**src/rtl/div_pkg.sv**
```systemverilog
`timescale 1ns/1ps
// Shared definitions for the sequential restoring divider.
// Provides the FSM state encoding, the default operand width and a
// constant-evaluable ceil(log2) used to size the step counter.
package div_pkg;

  localparam int unsigned DEFAULT_WIDTH = 8;

  typedef enum logic [1:0] {
    S_IDLE = 2'd0,
    S_RUN  = 2'd1,
    S_DONE = 2'd2
  } state_t;

  // ceil(log2(value)); returns 0 for value <= 1
  function automatic int unsigned clog2(input int unsigned value);
    int unsigned res;
    int unsigned v;
    res = 0;
    v   = (value > 0) ? value - 1 : 0;
    while (v > 0) begin
      res = res + 1;
      v   = v >> 1;
    end
    return res;
  endfunction

endpackage

```
**src/rtl/seq_restoring_divider_ripple_sub.sv**
```systemverilog
`timescale 1ns/1ps
// Ripple subtractor a - b built from a chain of full-adder cells:
// b is inverted and the carry-in is tied to 1 (two's complement add).
// Ports:
//   a, b    N-bit unsigned operands
//   diff    N-bit difference (modulo 2^N)
//   borrow  1 when a < b (inverse of the final carry-out)
module ripple_sub #(
  parameter int unsigned N = 9
) (
  input  logic [N-1:0] a,
  input  logic [N-1:0] b,
  output logic [N-1:0] diff,
  output logic         borrow
);

  logic [N:0]   carry;
  logic [N-1:0] b_n;

  assign b_n      = ~b;
  assign carry[0] = 1'b1;

  // One full-adder cell per bit
  for (genvar i = 0; i < N; i++) begin : g_fa
    assign diff[i]      = a[i] ^ b_n[i] ^ carry[i];
    assign carry[i + 1] = (a[i] & b_n[i]) | (carry[i] & (a[i] ^ b_n[i]));
  end

  assign borrow = ~carry[N];

endmodule

```
**src/rtl/seq_restoring_divider.sv**
```systemverilog
`timescale 1ns/1ps
// Bit-serial unsigned restoring divider, one quotient bit per clock.
// Start/done slave: a start seen while not busy captures the operands;
// WIDTH RUN cycles later a one-cycle done pulse flags valid results,
// which are then held until the next accepted start. A zero divisor
// skips RUN and reports quotient=all ones, remainder=dividend.
// Ports:
//   clk, rst      rising-edge clock, asynchronous active-high reset
//   start         request, sampled only when busy=0
//   dividend      WIDTH-bit unsigned numerator
//   divisor       WIDTH-bit unsigned denominator
//   busy          high while the iteration is running
//   done          one-cycle completion pulse
//   quotient      WIDTH-bit result quotient
//   remainder     WIDTH-bit result remainder
//   div_by_zero   set with done when the divisor was zero
module seq_restoring_divider
  import div_pkg::*;
#(
  parameter int unsigned WIDTH = DEFAULT_WIDTH
) (
  input  logic             clk,
  input  logic             rst,
  input  logic             start,
  input  logic [WIDTH-1:0] dividend,
  input  logic [WIDTH-1:0] divisor,
  output logic             busy,
  output logic             done,
  output logic [WIDTH-1:0] quotient,
  output logic [WIDTH-1:0] remainder,
  output logic             div_by_zero
);

  localparam int unsigned RW = WIDTH + 1;
  localparam int unsigned CW = (clog2(WIDTH) == 0) ? 1 : clog2(WIDTH);
  localparam logic [CW-1:0] CNT_LAST = CW'(WIDTH - 1);

  state_t state, state_nxt;

  logic [RW-1:0]    r, r_nxt;
  logic [WIDTH-1:0] q, q_nxt;
  logic [WIDTH-1:0] d, d_nxt;
  logic [CW-1:0]    cnt, cnt_nxt;
  logic [WIDTH-1:0] quotient_nxt, remainder_nxt;
  logic             div_by_zero_nxt;

  logic             accept;
  logic             divisor_zero;
  logic [RW-1:0]    shifted;
  logic [RW-1:0]    trial;
  logic             borrow;
  logic [RW-1:0]    r_step;
  logic [WIDTH-1:0] q_step;

  assign divisor_zero = (divisor == '0);

  // Partial remainder shifted left with the next dividend bit. The top
  // bit of R is always 0 after a step (R < D), so dropping it is exact.
  assign shifted = RW'({r, q[WIDTH-1]});

  ripple_sub #(
    .N(RW)
  ) u_sub (
    .a      (shifted),
    .b      (RW'({1'b0, d})),
    .diff   (trial),
    .borrow (borrow)
  );

  // Restoring step: keep the trial difference only when it did not borrow
  always_comb begin
    r_step = borrow ? shifted : trial;
    q_step = {q[WIDTH-2:0], ~borrow};
  end

  // Next-state logic; IDLE and DONE share the same start rules
  always_comb begin
    state_nxt = state;
    accept    = 1'b0;
    case (state)
      S_IDLE, S_DONE: begin
        state_nxt = S_IDLE;
        if (start) begin
          accept    = 1'b1;
          state_nxt = divisor_zero ? S_DONE : S_RUN;
        end
      end
      S_RUN: begin
        if (cnt == '0) begin
          state_nxt = S_DONE;
        end
      end
      default: begin
        state_nxt = S_IDLE;
      end
    endcase
  end

  // Datapath next values: operand capture, iteration, result load
  always_comb begin
    r_nxt           = r;
    q_nxt           = q;
    d_nxt           = d;
    cnt_nxt         = cnt;
    quotient_nxt    = quotient;
    remainder_nxt   = remainder;
    div_by_zero_nxt = div_by_zero;
    if (accept) begin
      r_nxt           = '0;
      q_nxt           = dividend;
      d_nxt           = divisor;
      cnt_nxt         = CNT_LAST;
      div_by_zero_nxt = 1'b0;
      if (divisor_zero) begin
        quotient_nxt    = '1;
        remainder_nxt   = dividend;
        div_by_zero_nxt = 1'b1;
      end
    end else if (state == S_RUN) begin
      r_nxt = r_step;
      q_nxt = q_step;
      if (cnt != '0) begin
        cnt_nxt = cnt - CW'(1);
      end else begin
        // Final step: results land together with the DONE transition
        quotient_nxt  = q_step;
        remainder_nxt = WIDTH'(r_step);
      end
    end
  end

  // State register
  always_ff @(posedge clk or posedge rst) begin
    if (rst) begin
      state <= S_IDLE;
    end else begin
      state <= state_nxt;
    end
  end

  // Datapath and output registers; busy/done track the next state
  always_ff @(posedge clk or posedge rst) begin
    if (rst) begin
      r           <= '0;
      q           <= '0;
      d           <= '0;
      cnt         <= '0;
      busy        <= 1'b0;
      done        <= 1'b0;
      quotient    <= '0;
      remainder   <= '0;
      div_by_zero <= 1'b0;
    end else begin
      r           <= r_nxt;
      q           <= q_nxt;
      d           <= d_nxt;
      cnt         <= cnt_nxt;
      busy        <= (state_nxt == S_RUN);
      done        <= (state_nxt == S_DONE);
      quotient    <= quotient_nxt;
      remainder   <= remainder_nxt;
      div_by_zero <= div_by_zero_nxt;
    end
  end

endmodule

```
**config.mk**
```make
export PLATFORM = sky130hd
export DESIGN_NAME = seq_restoring_divider
export DESIGN_NICKNAME = d
export VERILOG_FILES = /design/src/rtl/div_pkg.sv /design/src/rtl/seq_restoring_divider_ripple_sub.sv /design/src/rtl/seq_restoring_divider.sv
export SDC_FILE = /design/constraint.sdc
export NUM_CORES = 1
export LEC_CHECK = 0
export BUFFER_PORTS_ARGS = -buffer_cell sky130_fd_sc_hd__buf_4
export CORE_MARGIN = 1
export CORE_UTILIZATION = 55
export DETAILED_ROUTE_END_ITERATION = 8
export HOLD_SLACK_MARGIN = 0.1
export PLACE_DENSITY = 0.78
export SLEW_MARGIN = 20
export SYNTH_ARGS = -nofsm -noshare
export SYNTH_HDL_FRONTEND = slang
export SYNTH_SLANG_ARGS = --single-unit
```
**constraint.sdc**
```tcl
create_clock -name clk -period 6.5 [get_ports clk]
set_input_delay 0.325 -clock clk [delete_from_list [all_inputs] [get_ports clk]]
set_output_delay 0.325 -clock clk [all_outputs]
set_load 0.005 [all_outputs]
```
# After elaboration in Yosys (flattened, before gate mapping)
# Index checks and enable logic that the tools add are counted.
# totals
register_bits	48
input_bits	19
output_inout_bits	19
# classes
addsub	1
eq_ne	6
mux	23
n_bitwise	44
n_reduce_logical	9
# ops
cell	n
2-to-1 mux 8 bit	13
AND 1 bit	17
XOR 1 bit	16
2-to-1 mux 3 bit	3
inverter 8 -> 9 bit	1
OR 1 bit	9
zero test 8 bit	1
2-to-1 mux 2 bit	3
equality test 2 x 1 -> 1 bit (second input constant)	2
equality test 2 bit (second input constant)	2
case mux 2 bit (2 select lines)	1
nonzero test 2 bit	2
zero test 3 bit	1
2-to-1 mux 1 bit	3
AND reduction 3 bit	1
nonzero test 3 bit	1
subtractor 3 x 1 -> 3 bit (second input constant)	1
zero test 2 bit	1
!= test 2 x 1 -> 1 bit (second input constant)	1
!= test 2 bit (second input constant)	1
AND reduction 2 bit	1
OR reduction 2 bit	1
inverter 1 bit	1

# Logic depth before layout (Yosys ltp)
# Gate-level depths: netlist (run 1).
# depth
ltp_word	23
ltp_mapped	14

# Modules after synthesis
# Synthesis (run 1) repeated with hierarchy kept, for this count alone.
# hier_totals
hier_cells	233
hier_area_um2	2368.5
# by_module_without_submodules
module	instances	cells_per_inst	area_per_inst_um2	seq_area_each_um2
seq_restoring_divider	1	205	2124.5	1201.2
ripple_sub	1	28	244.0	0.0

# Least setup slack after synthesis (run 1)
# OpenSTA, ideal clock, no wires.
# synth_path
path_type	register to register
startpoint	register q[7]
endpoint	register remainder[2]
setup_time_ns	0.065
arrival_time_ns	4.156
t_required_ns	6.435
slack_ns	2.279
stages_incl_launch_ff	15
path_buffers	2
synth_period_minus_slack_ns	4.221
path_cell_list	dfrtp_1 -> inv_1 -> ha_1 -> fa_1 -> fa_1 -> fa_1 -> fa_1 -> fa_1 -> fa_1 -> fa_1 -> nor2b_1 -> clkbuf_1 -> buf_1 -> o211ai_1 -> o221a_2
# synth_between
elab_chain_cells	22
elab_cells_between_ends	24
# synth_lines
element	line	text
start: declaration	seq_restoring_divider.sv:41	logic [WIDTH-1:0] q, q_nxt;
start signal: assignment	seq_restoring_divider.sv:155	q <= q_nxt;
AND 1 bit / XOR 1 bit (equally long branches)	seq_restoring_divider_ripple_sub.sv:26	assign carry[i + 1] = (a[i] & b_n[i]) | (carry[i] & (a[i] ^ b_n[i]));
OR 1 bit (*)	seq_restoring_divider_ripple_sub.sv:26	
AND 1 bit (*)	seq_restoring_divider_ripple_sub.sv:26	
OR 1 bit (*)	seq_restoring_divider_ripple_sub.sv:26	
AND 1 bit	seq_restoring_divider_ripple_sub.sv:26	
OR 1 bit	seq_restoring_divider_ripple_sub.sv:26	
AND 1 bit	seq_restoring_divider_ripple_sub.sv:26	
OR 1 bit	seq_restoring_divider_ripple_sub.sv:26	
(+6 left out)	-	
AND 1 bit	seq_restoring_divider_ripple_sub.sv:26	
OR 1 bit	seq_restoring_divider_ripple_sub.sv:26	
AND 1 bit	seq_restoring_divider_ripple_sub.sv:26	
OR 1 bit	seq_restoring_divider_ripple_sub.sv:26	
2-to-1 mux 8 bit (*)	seq_restoring_divider.sv:72	r_step = borrow ? shifted : trial;
2-to-1 mux 8 bit (*)	seq_restoring_divider.sv:122	if (cnt != '0) begin
2-to-1 mux 8 bit (*)	seq_restoring_divider.sv:119	end else if (state == S_RUN) begin
2-to-1 mux 8 bit (*)	seq_restoring_divider.sv:108	if (accept) begin
end signal: assignment	seq_restoring_divider.sv:161	remainder <= remainder_nxt;
end: declaration	seq_restoring_divider.sv:30	output logic [WIDTH-1:0] remainder,
# Mark *: on every way between the ends. The rest lies on a longest branch, timed or not. The select of a mux whose other input is x is not followed.
# A chain may end at the register's enable or synchronous reset.

# Worst setup path after layout (run 1)
# layout_path
startpoint	register q[7]
endpoint	register remainder[7]
# layout_between
elab_chain_cells	22
elab_cells_between_ends	24
# layout_lines
element	line
AND 1 bit / XOR 1 bit (equally long branches)	seq_restoring_divider_ripple_sub.sv:26
OR 1 bit (*)	seq_restoring_divider_ripple_sub.sv:26
AND 1 bit (*)	seq_restoring_divider_ripple_sub.sv:26
OR 1 bit (*)	seq_restoring_divider_ripple_sub.sv:26
AND 1 bit (*)	seq_restoring_divider_ripple_sub.sv:26
OR 1 bit (*)	seq_restoring_divider_ripple_sub.sv:26
AND 1 bit (*)	seq_restoring_divider_ripple_sub.sv:26
OR 1 bit (*)	seq_restoring_divider_ripple_sub.sv:26
(+6 left out)	-
AND 1 bit	seq_restoring_divider_ripple_sub.sv:26
OR 1 bit	seq_restoring_divider_ripple_sub.sv:26
AND 1 bit	seq_restoring_divider_ripple_sub.sv:26
OR 1 bit	seq_restoring_divider_ripple_sub.sv:26
2-to-1 mux 8 bit (*)	seq_restoring_divider.sv:72
2-to-1 mux 8 bit (*)	seq_restoring_divider.sv:122
2-to-1 mux 8 bit (*)	seq_restoring_divider.sv:119
2-to-1 mux 8 bit (*)	seq_restoring_divider.sv:108
# Marks and branches as above.

==> results of run 1 <==
## placed cells by master, fill, tap and decap left out, types with 3 or more instances in the layout
cell,netlist,routed
a21oi_1,6,6
a22oi_1,6,6
and3_1,3,3
buf_4,0,40
clkbuf_8,0,5
dfrtp_1,48,48
fa_1,7,7
ha_1,3,3
inv_1,16,15
nand2_1,55,55
nand3_1,13,13
nand3b_1,3,3
nor2_1,4,4
nor2b_1,4,3
o211ai_1,12,12
o21a_1,5,5
o21ai_0,5,5
o221a_2,7,7
or3b_2,5,5
or4_1,3,3
or4_2,3,3
## Yosys cell counts, types with 4 or more instances
cell type | count | area, um2
nand3_1 | 13 | 65.1
nand2_1 | 55 | 206
nor2b_1 | 4 | 25.0
nor2_1 | 4 | 15.0
o221a_2 | 7 | 78.8
dfrtp_1 | 48 | 1200
fa_1 | 7 | 140
clkbuf_1 | 12 | 45.0
a22oi_1 | 6 | 45.0
o21a_1 | 5 | 37.5
inv_1 | 16 | 60.1
or3b_2 | 5 | 43.8
o211ai_1 | 12 | 90.1
a21oi_1 | 6 | 30.0
o21ai_0 | 5 | 25.0
## power by group
group	switching (mW)	leakage, nW	internal, mW
Combinational	0.420	0.690	0.383
Clock	0.103	0.0541	0.114
Sequential	0.103	0.573	0.446
## kinds of logic after synthesis
logic type      Yosys count  share of synthesized area (%)
compound gates           48                           15.7
flops                    48                           49.7
simple gates            102                           21.6
buf+inv                  32                           5.64
fa+ha+maj                10                           7.35
## layout make-up
class / count / area [um2] / share of cell area [%]
repair buffers: 40 / 300 / 10.7
flip-flops and latches: 48 / 1200 / 42.6
well taps: 50 / 62.6 / 2.22
inverters: 16 / 61.3 / 2.17
clock inverters: 3 / 42.5 / 1.51
clock buffers: 5 / 68.8 / 2.44
multi-input cells: 160 / 1080 / 38.4
## state kept, by name (all words and copies together) (netlist names)
register,flops
div_by_zero,1
done,1
q,8
busy,1
r,8
remainder,8
quotient,8
d,8
state,2
cnt,3
## path summary, 6_finish.rpt
| path | slack, ns | cells past startpoint | endpoint |
|---|---|---|---|
| setup / recovery | 2.10 | 12 | remainder[7] |
| setup reg to reg | 2.10 | 12 | remainder[7] |
| max in group asynchronous | 5.87 | 2 | d[0] |
| hold reg to reg | 0.50 | 2 | quotient[2] |
| hold / removal | 0.13 | 2 | quotient[7] |
| min in group clk | 0.21 | 3 | d[1] |
## worst register-to-register path, cell delays in order (launching register included)
cell and delay [ns]:
dfrtp_1 0.34, inv_1 0.06, ha_1 0.20, fa_1 0.38
fa_1 0.39, fa_1 0.38, fa_1 0.39, fa_1 0.39
fa_1 0.39, fa_1 0.50, nor2b_1 0.36, o21a_1 0.25
o221a_2 0.28
## layer usage
layer,up-vias,track usage (%)
li1,900,-
met1,907,35.1
met3,6,5.67
met4,0,8.07
met2,62,40.8
met5,-,0
## metrics by stage
step	power (mW)	hold WS, ns	instance area [um2]	utilization (%)	cells
final	1.57	0.135	2820	68.5	322
after global routing	1.70	0.211	2820	68.5	322
after CTS	1.57	0.206	2820	68.4	322
after detailed placement	1.36	0.482	2700	65.7	314
after global placement	1.33	0.470	2700	65.7	314
after floorplan	1.11	0.430	2420	-	240
==> flow_metrics.tcl, run 1 <==
set metrics [dict create \
    status "finished clean" \
    relSlewSlack_pct 28.0 \
    highest_layer "met4" \
    fmax_mhz 227 \
    maxCapViolCount 0 \
    core_area_mm2 0.00412 \
    slowest_stage "fa_1" \
    critPathLaunchType "register" \
    worstPathCellList "inv_1, ha_1, fa_1, fa_1, fa_1, fa_1, fa_1, fa_1, fa_1, nor2b_1, o21a_1, o221a_2" \
    slew_violations 0 \
    yosysUniqueCellTypes 38 \
    root_buffer "clkbuf_8" \
    cts_htree_levels 2 \
    setup-tns-final_ns 0 \
    final_antenna_net_count 0 \
    grt_usage_pct 25.8 \
    cts_buffer_depth 2 \
    portBuffers 37 \
    rsz0062_at_grt "false" \
    netlist_instances 240 \
    vias_per_cell 5.82 \
    crit_top_cell "fa_1" \
    drt_wl_total_um 5330 \
    cp.required_ns 6.71 \
    start_util_pct 58.7 \
    num-nets-final 300 \
    grt_pass1_vias 1765 \
    cts_sinks 48 \
    post-route-min-period_ns 4.40 \
    hold_path_class "in2async" \
    r2r-start "q[7]" \
    vdd_ir_drop_max_uv 286 \
    dp_slack_ns 2.10 \
    critPathMaxFanout 18 \
    die_area_mm2 0.00466 \
    worstPathArrival_ns 4.61 \
    tightest_slew_ns 1.08 \
    synth_top_flop_cell "dfrtp_1" \
    leakage_nw 1.32 \
    fill_cells 327 \
    crit_path_start "q[7]" \
    dpl.hpwl_um 3630 \
    syn-cell-area_mm2 0.00242 \
    drt_iter0_drc 166 \
    yosysWarningCount 0 \
    slowest_delay_ns 0.50 \
    grt_first_pass_wirelength_um 8490 \
    ys_ff_latch 48 \
    rows 23 \
    synth_edf_count 0 \
    critPathTopFamily "adder cells" \
    critical_path_class "reg2reg" \
    die_w_um 68.3 \
    wl_per_cell_um 16.5 \
    async_flop_share_pct 100 \
    grt_max_degree 49 \
    post_cts_buffers 0 \
    clock_latency_ns 0.31 \
    grt_overflow 0 \
    cts_tree "yes" \
    routabilityCongestion 0.884 \
    cts_buffers 5 \
    die_height_um 68.3 \
    wl_met1_um 2390 \
    final.setup_skew_ns 0.0110 \
    syn-num-nets 269 \
    path_buf_inv 1 \
    fin_ws_ns 2.10 \
    route.met2.wl_um 2570 \
    hold_viol_final 0 \
    period_share_pct 67.7 \
    post_cts_resized 0 \
    num_vias 1875 \
    setup_viol 0 \
    route.met3.wl_um 306 \
    critPathCaptureType "register" \
    powerDensity_mw_per_mm2 557 \
    grt_antenna_before_repair 0 \
    synth_area_per_cell_um2 10.1 \
    io_pins 38 \
    final_layout_size_suffix_gt1_share_pct 25.0 \
    area_delta_synth_final_pct 16.6 \
    drc 0 \
    path_clk_slew_ns 0.09 \
    ctsHoldBuffers 0 \
    num_antenna_cells 0 \
    synth_seq_area_share_pct 49.7 \
    drtPass1Iterations 4 \
]
No activity file was read; power rests on OpenSTA's default activity.
==> run 2, diff against run 1 <==
==> constraint.sdc (replaced) <==
create_clock -name clk -period 4.2 [get_ports clk]
set_input_delay 0.21 -clock clk [delete_from_list [all_inputs] [get_ports clk]]
set_output_delay 0.21 -clock clk [all_outputs]
set_load 0.005 [all_outputs]
==> run 2 against run 1 <==
Net effect:
- register-to-register slack got worse by 1.9 ns
- final cell count rose by 0.62%
- worst hold slack got worse by 0.033 ns
- sequential share of layout area fell by 0.11 points
- routed wire length rose by 6.4%
- non-clock buffer count rose by 3
- combinational power rose by 63%
- maximum frequency rose by 8.8%
- global-route usage rose by 2.4 points
- sequential power rose by 56%
- critical path type unchanged
- critical endpoint unchanged
- largest power group unchanged
==> flow_metrics.tcl, run 2 (same netlist as run 1, synthesis figures left out) <==
set metrics [dict create \
    status "finished clean" \
    fill_cells 330 \
    vdd_ir_drop_max_uv 525 \
    rsz0062_at_grt "false" \
    num_vias 1954 \
    portBuffers 37 \
    slew_violations 0 \
    critical_path_class "reg2reg" \
    clock_latency_ns 0.30 \
    layout_common_cells "nand2_1 (55), dfrtp_1 (48), buf_4 (42), inv_1 (15), nand3_1 (13)" \
    worstHoldStart "divisor[1]" \
    maxCapViolCount 0 \
    cts_buffer_depth 2 \
    setup-tns-final_ns 0 \
    num_antenna_cells 0 \
    grt_pass1_vias 1843 \
    r2r_cells 12 \
    critPathTopFamily "adder cells" \
    num-nets-final 303 \
    fin_ws_ns 0.155 \
    rr_endpoint "remainder[7]" \
    hold_viol_final 0 \
    io_pins 38 \
    critPathLaunchType "register" \
    r2r_slack_ns 0.15 \
    grt_usage_pct 28.2 \
    die_w_um 68.3 \
    rows 23 \
    post_cts_buffers 0 \
    fmax_mhz 247 \
    period_share_pct 96.3 \
    die_area_mm2 0.00466 \
    slowest_delay_ns 0.54 \
    vias_per_cell 6.03 \
    relSlewSlack_pct 37.8 \
    instances_no_fill 324 \
    placed_cell_area_mm2 0.00272 \
    drc 0 \
    stdcell_area_mm2 0.00283 \
    hold_depth 3 \
    drt_wl_total_um 5670 \
    cts_sinks 48 \
    routabilityCongestion 0.905 \
    grt_max_degree 49 \
    total_power_mw 2.43 \
    area_delta_synth_final_pct 16.9 \
    path_clk_slew_ns 0.09 \
    hold_end "d[1]" \
    core_area_mm2 0.00412 \
    cts_tree "yes" \
    hold_path_class "in2reg" \
    path_buf_inv 2 \
    cts_buffers 5 \
    post-route-min-period_ns 4.05 \
    root_buffer "clkbuf_8" \
    worstPathArrival_ns 4.24 \
    drtPass1Iterations 4 \
    crit_top_cell "fa_1" \
    slowest_stage "fa_2" \
    setup_viol 0 \
    grt_antenna_before_repair 0 \
    worstPathCellList "inv_1, ha_1, fa_1, fa_1, fa_2, fa_1, fa_1, fa_1, fa_2, inv_1, o21a_1, o221a_2" \
    final.setup_skew_ns 0.00841 \
    leakage_nw 1.32 \
    start_util_pct 58.7 \
    critPathCaptureType "register" \
    grt_first_pass_wirelength_um 9280 \
    die_height_um 68.3 \
    critPathMaxFanout 2 \
    dpl.cell_count 316 \
    tightest_slew_ns 0.933 \
    final_common_cell "nand2_1" \
    final_layout_size_suffix_gt1_share_pct 26.3 \
    final_antenna_net_count 0 \
    wl_per_cell_um 17.5 \
    r2r-start "q[7]" \
    dpl.hpwl_um 3910 \
    powerDensity_mw_per_mm2 860 \
    dp_slack_ns 0.0144 \
    cts_htree_levels 2 \
    cp.required_ns 4.39 \
    grt_overflow 0 \
    drt_iter0_drc 190 \
]
## run 2: cell count changes in the layout (fill, tap and decap cells not counted), sizes merged
cell         change
buf              +2
bufinv           -1
dlygate4sd3      +1
## run 2: how the worst max path moves through the flow
| stage | slack, ns | to | startpoint | cells after the start |
|---|---|---|---|---|
| after global routing | 0.03 | remainder[7] | q[7] | 12 |
| after global placement | 0.11 | remainder[3] | q[7] | 13 |
| after detailed placement | 0.01 | remainder[2] | q[7] | 13 |
| after CTS | 0.006 | remainder[2] | q[7] | 13 |
| after floorplan | 0.02 | remainder[2] | q[7] | 14 |
| final | 0.15 | remainder[7] | q[7] | 12 |
## run 2: layer usage
metal	share of wire (%)	vias to the layer above	global-route usage [%]
li1	-	906	-
met1	43	977	37.2
met2	49	60	44.6
met3	5.4	11	6.17
met4	1.9	0	11.7
met5	0	-	0
## run 2: repair_timing
action / 4_1_cts / 5_1_grt
endpoints found under the hold margin: 0 / 8
gates resized for setup: 0 / 4
hold buffers: 0 / 1
setup endpoints to repair: 0 / 15
## run 2: cell type report
type | instances | area (um2) | share of cell area [%]
multi-input combinational | 160 | 1090 | 38.7
tap | 50 | 62.6 | 2.21
clock inverter | 2 | 12.5 | 0.443
clock buffer | 5 | 68.8 | 2.43
timing repair buffer | 43 | 325 | 11.5
inverter | 16 | 61.3 | 2.17
sequential | 48 | 1200 | 42.5
## run 2: power by group
part	internal (mW)	switching, mW
Sequential	0.691	0.168
Combinational	0.632	0.678
Clock	0.113	0.148
Total	1.44	0.994
## run 2: worst reg2reg max path: stages (launching register included)
cell and delay [ns]:
dfrtp_1 0.34, inv_1 0.05, ha_1 0.20, fa_1 0.38, fa_1 0.40, fa_2 0.35
fa_1 0.39, fa_1 0.39, fa_1 0.40, fa_2 0.54, inv_1 0.05, o21a_1 0.19
o221a_2 0.29
## run 2: metrics by stage
step	hold slack [ns]	util (%)
final	0.102	68.7
after global routing	0.114	68.7
after CTS	0.101	68.1
after detailed placement	0.412	66.1
after global placement	0.411	66.1
after floorplan	0.315	-
